File: src/rtl/unified_mem_arbiter_pkg.sv
`default_nettype none
// ============================================================================
// Module      : unified_mem_arbiter_pkg
// Description : Shared types and constants for the unified memory arbiter:
//               sequencer states, requester port ids, alignment mask and the
//               grant record produced by the winner picker.
//               Optional feature macro: MEM_ARB_ROUND_ROBIN_EN
// Revision    : 1.0 - initial release
// ============================================================================
package unified_mem_arbiter_pkg;

    // Sequencer states: wait for a request, one memory cycle, report back
    typedef enum logic [1:0] {
        IDLE   = 2'd0,
        ACCESS = 2'd1,
        DONE   = 2'd2
    } arb_state_t;

    // Requester identity; also the value stored in the last-grant pointer
    typedef logic port_id_t;

    localparam port_id_t   PORT_IF    = 1'b0;
    localparam port_id_t   PORT_D     = 1'b1;
    localparam logic [1:0] ALIGN_MASK = 2'b11;

    // Result of arbitration in one IDLE cycle
    typedef struct packed {
        logic     valid;
        port_id_t port;
    } grant_t;

    // Word accesses only: any set low address bit is a misaligned request
    function automatic logic is_misaligned(input logic [1:0] addr_lsb);
        return (addr_lsb & ALIGN_MASK) != 2'b00;
    endfunction

endpackage
`default_nettype wire

File: src/rtl/mem_arb_pick.sv
`default_nettype none
// ============================================================================
// Module      : mem_arb_pick
// Description : Combinational winner selection between the fetch and the
//               load/store requester. On a conflict the port that was NOT
//               granted last wins; tying the pointer to PORT_IF therefore
//               yields fixed data priority.
//               Optional feature macro (in the parent): MEM_ARB_ROUND_ROBIN_EN
// Revision    : 1.0 - initial release
// ============================================================================
module mem_arb_pick
    import unified_mem_arbiter_pkg::*;
(
    input  logic     if_req,
    input  logic     d_req,
    input  port_id_t last_grant,
    output grant_t   grant
);

    // Pick a single winner; a contested grant goes to the other port
    always_comb begin
        grant.valid = if_req | d_req;
        if (if_req && d_req) begin
            grant.port = ~last_grant;
        end else if (d_req) begin
            grant.port = PORT_D;
        end else begin
            grant.port = PORT_IF;
        end
    end

endmodule
`default_nettype wire

File: src/rtl/unified_mem_arbiter.sv
`default_nettype none
// ============================================================================
// Module      : unified_mem_arbiter
// Description : Shares the single unified instruction/data memory port
//               between instruction fetch and load/store. A winner is picked
//               in IDLE, one registered memory cycle is run in ACCESS, and a
//               one-cycle done (with err) is returned in DONE. Misaligned
//               requests skip the memory cycle entirely.
//               Optional feature macro: MEM_ARB_ROUND_ROBIN_EN
//                 defined   - contested grants alternate between the ports
//                 undefined - data port always wins a conflict
// Revision    : 1.0 - initial release
// ============================================================================
module unified_mem_arbiter
    import unified_mem_arbiter_pkg::*;
#(
    parameter int DATA_WIDTH = 32
) (
    input  logic                  clk,
    input  logic                  reset,
    // instruction fetch requester
    input  logic                  if_req,
    input  logic [DATA_WIDTH-1:0] if_addr,
    output logic                  if_done,
    output logic                  if_err,
    output logic [DATA_WIDTH-1:0] if_rdata,
    // load/store requester
    input  logic                  d_req,
    input  logic                  d_we,
    input  logic [DATA_WIDTH-1:0] d_addr,
    input  logic [DATA_WIDTH-1:0] d_wdata,
    output logic                  d_done,
    output logic                  d_err,
    output logic [DATA_WIDTH-1:0] d_rdata,
    // unified memory port
    output logic [DATA_WIDTH-1:0] mem_addr,
    output logic [DATA_WIDTH-1:0] mem_wdata,
    output logic                  mem_we,
    input  logic [DATA_WIDTH-1:0] mem_rdata,
    // status
    output logic                  busy
);

    arb_state_t            state_q,     state_d;
    port_id_t              win_port_q,  win_port_d;
    logic                  win_we_q,    win_we_d;
    logic                  err_q,       err_d;
    logic [DATA_WIDTH-1:0] if_rdata_q,  if_rdata_d;
    logic [DATA_WIDTH-1:0] d_rdata_q,   d_rdata_d;
    logic [DATA_WIDTH-1:0] mem_addr_q,  mem_addr_d;
    logic [DATA_WIDTH-1:0] mem_wdata_q, mem_wdata_d;
    logic                  mem_we_q,    mem_we_d;

    grant_t                grant;
    port_id_t              pick_ptr;
    logic [DATA_WIDTH-1:0] grant_addr;
    logic                  grant_mis;
    logic                  grant_we;

    // ------------------------------------------------------------------------
    // Winner selection
    // ------------------------------------------------------------------------
    mem_arb_pick u_pick (
        .if_req     (if_req),
        .d_req      (d_req),
        .last_grant (pick_ptr),
        .grant      (grant)
    );

`ifdef MEM_ARB_ROUND_ROBIN_EN
    port_id_t last_grant_q, last_grant_d;

    // Remember the winner of the most recent contested grant only
    always_comb begin
        last_grant_d = last_grant_q;
        if ((state_q == IDLE) && if_req && d_req) begin
            last_grant_d = grant.port;
        end
    end

    // Pointer register; reset value lets fetch win the first conflict
    always_ff @(posedge clk) begin
        if (reset) begin
            last_grant_q <= PORT_D;
        end else begin
            last_grant_q <= last_grant_d;
        end
    end

    assign pick_ptr = last_grant_q;
`else
    // Fixed priority: a constant "fetch won last" makes data win every conflict
    assign pick_ptr = PORT_IF;
`endif

    // Request attributes of the current winner
    always_comb begin
        grant_addr = (grant.port == PORT_D) ? d_addr : if_addr;
        grant_we   = (grant.port == PORT_D) && d_we;
        grant_mis  = is_misaligned(grant_addr[1:0]);
    end

    // ------------------------------------------------------------------------
    // State and datapath registers
    // ------------------------------------------------------------------------
    // All flops update together; reset aborts any access without a done
    always_ff @(posedge clk) begin
        if (reset) begin
            state_q     <= IDLE;
            win_port_q  <= PORT_IF;
            win_we_q    <= 1'b0;
            err_q       <= 1'b0;
            if_rdata_q  <= '0;
            d_rdata_q   <= '0;
            mem_addr_q  <= '0;
            mem_wdata_q <= '0;
            mem_we_q    <= 1'b0;
        end else begin
            state_q     <= state_d;
            win_port_q  <= win_port_d;
            win_we_q    <= win_we_d;
            err_q       <= err_d;
            if_rdata_q  <= if_rdata_d;
            d_rdata_q   <= d_rdata_d;
            mem_addr_q  <= mem_addr_d;
            mem_wdata_q <= mem_wdata_d;
            mem_we_q    <= mem_we_d;
        end
    end

    // Next state: misaligned winners bypass the memory cycle
    always_comb begin
        state_d = state_q;
        case (state_q)
            IDLE: begin
                if (grant.valid) begin
                    state_d = grant_mis ? DONE : ACCESS;
                end
            end
            ACCESS:  state_d = DONE;
            DONE:    state_d = IDLE;
            default: state_d = IDLE;
        endcase
    end

    // Datapath next values: latch the winner in IDLE, capture read data at
    // the end of ACCESS into the winner's register only
    always_comb begin
        win_port_d  = win_port_q;
        win_we_d    = win_we_q;
        err_d       = err_q;
        if_rdata_d  = if_rdata_q;
        d_rdata_d   = d_rdata_q;
        mem_addr_d  = mem_addr_q;
        mem_wdata_d = mem_wdata_q;
        mem_we_d    = 1'b0;
        case (state_q)
            IDLE: begin
                if (grant.valid) begin
                    win_port_d = grant.port;
                    win_we_d   = grant_we;
                    err_d      = grant_mis;
                    // The memory port only moves when a real access follows
                    if (!grant_mis) begin
                        mem_addr_d = grant_addr;
                        mem_we_d   = grant_we;
                        if (grant.port == PORT_D) begin
                            mem_wdata_d = d_wdata;
                        end
                    end
                end
            end
            ACCESS: begin
                if (!win_we_q) begin
                    if (win_port_q == PORT_D) begin
                        d_rdata_d = mem_rdata;
                    end else begin
                        if_rdata_d = mem_rdata;
                    end
                end
            end
            default: begin
            end
        endcase
    end

    // Outputs: done pulses decoded from DONE, everything else from registers
    always_comb begin
        busy      = (state_q != IDLE);
        if_done   = (state_q == DONE) && (win_port_q == PORT_IF);
        d_done    = (state_q == DONE) && (win_port_q == PORT_D);
        if_err    = if_done && err_q;
        d_err     = d_done && err_q;
        if_rdata  = if_rdata_q;
        d_rdata   = d_rdata_q;
        mem_addr  = mem_addr_q;
        mem_wdata = mem_wdata_q;
        mem_we    = mem_we_q;
    end

endmodule
`default_nettype wire

File: config.mk
export PLATFORM = sky130hd
export DESIGN_NAME = unified_mem_arbiter
export DESIGN_NICKNAME = d
export VERILOG_FILES = /design/src/rtl/unified_mem_arbiter_pkg.sv /design/src/rtl/mem_arb_pick.sv /design/src/rtl/unified_mem_arbiter.sv
export SDC_FILE = /design/constraint.sdc
export NUM_CORES = 1
export LEC_CHECK = 0
export ABC_AREA = 1
export BUFFER_PORTS_ARGS = -buffer_cell sky130_fd_sc_hd__buf_4
export CAP_MARGIN = 5
export CELL_PAD_IN_SITES_DETAIL_PLACEMENT = 2
export CELL_PAD_IN_SITES_GLOBAL_PLACEMENT = 2
export CORE_MARGIN = 10
export CORE_UTILIZATION = 25
export CTS_CLUSTER_SIZE = 10
export DETAILED_ROUTE_END_ITERATION = 12
export PLACE_DENSITY_LB_ADDON = 0.1
export SYNTH_ARGS = -nofsm -noshare
export SYNTH_HDL_FRONTEND = slang
export SYNTH_SLANG_ARGS = --single-unit
File: constraint.sdc
create_clock -name clk -period 2.02 [get_ports clk]
set_clock_uncertainty 0.1 [all_clocks]
set_input_delay 0 -clock clk [delete_from_list [all_inputs] [get_ports clk]]
set_output_delay 0 -clock clk [all_outputs]
set_load 0.03 [all_outputs]
==> reports/qor.log <==
[cts] later-pin clock latency in the skew report 0.42 ns
[synth] average size of a mapped cell 7.40 um^2
[timing] fin crit share 96.5%
[die] core region area 20,400 um^2
[global_route] GRT Residual Overflow 0
[synth] fraction of synthesis flops using an asynchronous set or reset pin 0%
[synth] top-count cell post-synth sky130_fd_sc_hd__nand2_1
[die] I/O pins 267
[worst_setup_path] Crit path required time 2.23 ns
[drt] average wire per standard cell 21.9 um
[die] initial standard-cell utilization of the core 25.7%
[cts] buffer cell driving the clock tree root sky130_fd_sc_hd__clkbuf_16
[job] count of maximum capacitance violations 0
[synth] Seq/Total Area, Yosys 51.1%
[place] final weighted congestion of routability-driven global placement 0.810
[worst_setup_path] Worst EP arrival 2.16 ns
[synth] most instantiated cells after synthesis sky130_fd_sc_hd__nand2_1, sky130_fd_sc_hd__nor2_1, sky130_fd_sc_hd__dfxtp_1
[timing] Post-Route Setup TNS 0 ns
[place] # port buffers 266
[timing] pin slew with the least headroom to its limit 0.521 ns
[final_layout] final-stage net count 1,252
[synth] Syn Nets 842
[power_and_ir_drop] P_leak 4.51 nW
[drt] total length of routed wires 30.7 mm
[worst_setup_path] cell with the most instances on the worst path sky130_fd_sc_hd__dlygate4sd3_1
[synth] number of register bits inferred by synthesis 134
[timing] worst slew margin relative to its limit 65.3%
[synth] number of flops mapped to enable cells by yosys 0
[worst_setup_path] Worst Path Max Fanout 21
[power_and_ir_drop] Design Power 7.53 mW
[synth] proportion of netlist area held by the largest area contributor 51.1%
[hold_path] class of the most critical hold timing path input port to register
[final_layout] share of final-layout standard cells stronger than drive strength 1 28.6%
[drt] remaining routing DRC violations 0
[worst_setup_path] Worst Path Class, Setup input port to register
[die] overall die area 27,200 um^2
[power_and_ir_drop] largest voltage drop on the vdd net 0.576 mV
[worst_setup_path] Slowest-stage cell, CP sky130_fd_sc_hd__dlygate4sd3_1
[synth] Warnings, synthesis 0
[synth] distinct cell type count after synthesis 18
[global_route] largest net degree at the start of global routing 65
[die] DIE WIDTH 165 um
[timing] number of endpoints failing setup at the final stage 0
[cts] clock transition at the registers of the reported paths 0.07 ns
[drt] starting DRC count in detailed routing 242
[global_route] antenna violations before repair 3
[power_and_ir_drop] Cell Pwr Density 767 nW/um^2
[timing] max-slew violation total from the final report 0
[global_route] via count of the first global-routing pass 7,923
[timing] setup repair after global routing missed its margin false
[cts] CTS Buf Count 17
[worst_setup_path] kind of start point of the critical path input port
[drt] router iterations before antenna repair 4
[global_route] total global-route track usage 22.1%
[cts] clock tree from TritonCTS built
[die] number of placement rows 52
[die] Die Y 165 um
[run_status] status finished clean
[timing] Period minus WS final 1.95 ns
[synth] cells after synthesis 709
[worst_setup_path] type of element capturing the critical path register
[timing] Final Hold Vio Count 0
[worst_setup_path] cell family with the largest share of critical-path delay buffers and inverters
[worst_setup_path] longest individual stage delay on the worst path 0.60 ns
[drt] routed via count 6,825
[synth] cell accounting for the most synthesized area sky130_fd_sc_hd__dfxtp_1
[cts] number of buffers between clock root and the deepest sink 2
[worst_setup_path] cell-by-cell listing of the critical path dlygate4sd3_1 > buf_4 > nor2_4 > buf_8 > nand3_2 > buf_6 > nand2_1 > a21oi_1 > dlygate4sd3_1
[drt] routed vias/inst 4.86
[synth] combined area of all synthesized cells 5250 um^2
[final_layout] area added between synthesis and finish 87.3%
[place] detailed placer's ending HPWL 17.8 mm
[worst_setup_path] number of buffer and inverter instances along the worst setup path 5
[synth] ys flop type sky130_fd_sc_hd__dfxtp_1
[cts] CTS H-tree depth 4
[cts] Num Clock Sinks 134
[global_route] wire length of the first global-routing pass 46.7 mm
[drt] post-route ant nets 0
[timing] maximum clock rate 513 MHz
[synth] main area contributors after synthesis sky130_fd_sc_hd__dfxtp_1, sky130_fd_sc_hd__nand2_1, sky130_fd_sc_hd__nor2_1
power breakdown:
group	internal, mW	total, mW	leakage [nW]	switching [mW]
clock network	2.11	3.41	0.308	1.30
logic	0.616	1.33	3.12	0.716
registers	2.73	2.79	1.09	0.0613
total	5.46	7.53	4.51	2.07
stage by stage:
stage	std cells	hold slack (ns)	worst slack (ns)	area (um^2)	util (%)
global route	1404	0.275	0.00709	9820	48.1
floorplan	709	0.0470	0.493	5250	-
CTS	1400	0.153	0.0238	9760	47.8
global placement	1204	0.162	0.536	7470	36.6
detailed placement	1204	0.176	0.371	7470	36.6
finish	1404	0.235	0.0710	9820	48.1
flip-flops by register name, summed over array words and instances, names as in the netlist:
| register | flops |
|---|---|
| err_q | 1 |
| mem_we | 1 |
| state_q | 2 |
| d_rdata | 32 |
| win_we_q | 1 |
| mem_wdata | 32 |
| mem_addr | 32 |
| win_port_q | 1 |
| if_rdata | 32 |
layer usage:
layer | vias to the layer above | global-route usage (%) | routed length (um)
li1 | 3177 | - | -
met1 | 3376 | 23.6 | 11700
met2 | 223 | 40.4 | 16300
met3 | 49 | 6.45 | 1920
met4 | 0 | 7.65 | 783
met5 | - | 0 | 0
worst reg2reg max path, stage by stage, from the launching register on:
cell	delay, ns
sky130_fd_sc_hd__dfxtp_2	0.36
sky130_fd_sc_hd__nor2_4	0.19
sky130_fd_sc_hd__buf_6	0.22
sky130_fd_sc_hd__nand4_1	0.12
sky130_fd_sc_hd__dlygate4sd3_1	0.62
sky130_fd_sc_hd__a21oi_1	0.23
what timing repair did:
action,in CTS,in global routing
setup endpoints to repair,0,63
buffers inserted,0,2
hold buffers,165,0
gates resized for setup,0,14
endpoints found under the hold margin,131,0
layout by cell type (no fill, tap or decap):
cell | Yosys | routed
sky130_fd_sc_hd__buf_4 | 6 | 276
sky130_fd_sc_hd__nand2_1 | 166 | 166
sky130_fd_sc_hd__o21ai_0 | 64 | 64
sky130_fd_sc_hd__nand3b_1 | 1 | 1
sky130_fd_sc_hd__nor2_1 | 137 | 137
sky130_fd_sc_hd__nor3_2 | 1 | 1
sky130_fd_sc_hd__nand4_1 | 62 | 62
sky130_fd_sc_hd__buf_8 | 0 | 1
sky130_fd_sc_hd__clkinv_4 | 0 | 3
sky130_fd_sc_hd__clkinvlp_4 | 0 | 1
sky130_fd_sc_hd__a21oi_1 | 35 | 35
sky130_fd_sc_hd__nand3_1 | 32 | 31
sky130_fd_sc_hd__inv_6 | 0 | 4
sky130_fd_sc_hd__clkinv_2 | 0 | 2
sky130_fd_sc_hd__nor2_4 | 1 | 3
sky130_fd_sc_hd__nor4_1 | 2 | 2
sky130_fd_sc_hd__dlygate4sd3_1 | 0 | 164
sky130_fd_sc_hd__bufinv_16 | 0 | 4
sky130_fd_sc_hd__nand3_2 | 0 | 1
sky130_fd_sc_hd__clkbuf_8 | 0 | 1
sky130_fd_sc_hd__diode_2 | 0 | 3
sky130_fd_sc_hd__buf_12 | 0 | 4
sky130_fd_sc_hd__dfxtp_1 | 134 | 133
sky130_fd_sc_hd__inv_1 | 11 | 11
sky130_fd_sc_hd__clkbuf_16 | 0 | 17
sky130_fd_sc_hd__buf_6 | 0 | 4
sky130_fd_sc_hd__nor3_1 | 2 | 2
sky130_fd_sc_hd__dfxtp_2 | 0 | 1
final timing paths:
check / startpoint / to / slack [ns] / cells past startpoint
min reg2reg: mem_addr[0]$_SDFFE_PP0P_ / mem_addr[0]$_SDFFE_PP0P_ / 0.36 / 2
max reg2reg: state_q[0]$_SDFFE_PP0P_ / mem_wdata[16]$_SDFFE_PP0P_ / 0.09 / 5
max: d_addr[1] / mem_wdata[14]$_SDFFE_PP0P_ / 0.07 / 9
min: d_addr[0] / state_q[0]$_SDFFE_PP0P_ / 0.23 / 7
logic make-up after synthesis:
logic type / after synthesis / share of synthesized area [%]
and+or+nand+nor: 406 / 33.3
DFF: 134 / 51.1
AOI/OAI and AO/OA: 99 / 9.45
buffers and inverters: 70 / 6.06
layout make-up:
| type | count | area [um^2] |
|---|---|---|
| Fill cell | 2260 | 10600 |
| Timing Repair Buffer | 449 | 3850 |
| Sequential cell | 134 | 2680 |
| Multi-Input combinational cell | 505 | 2260 |
| Clock buffer | 18 | 439 |
| Tap cell | 270 | 338 |
| Clock inverter | 13 | 194 |
| Inverter | 12 | 46.3 |
| Antenna cell | 3 | 7.51 |
No activity file was read; power rests on OpenSTA's default activity.
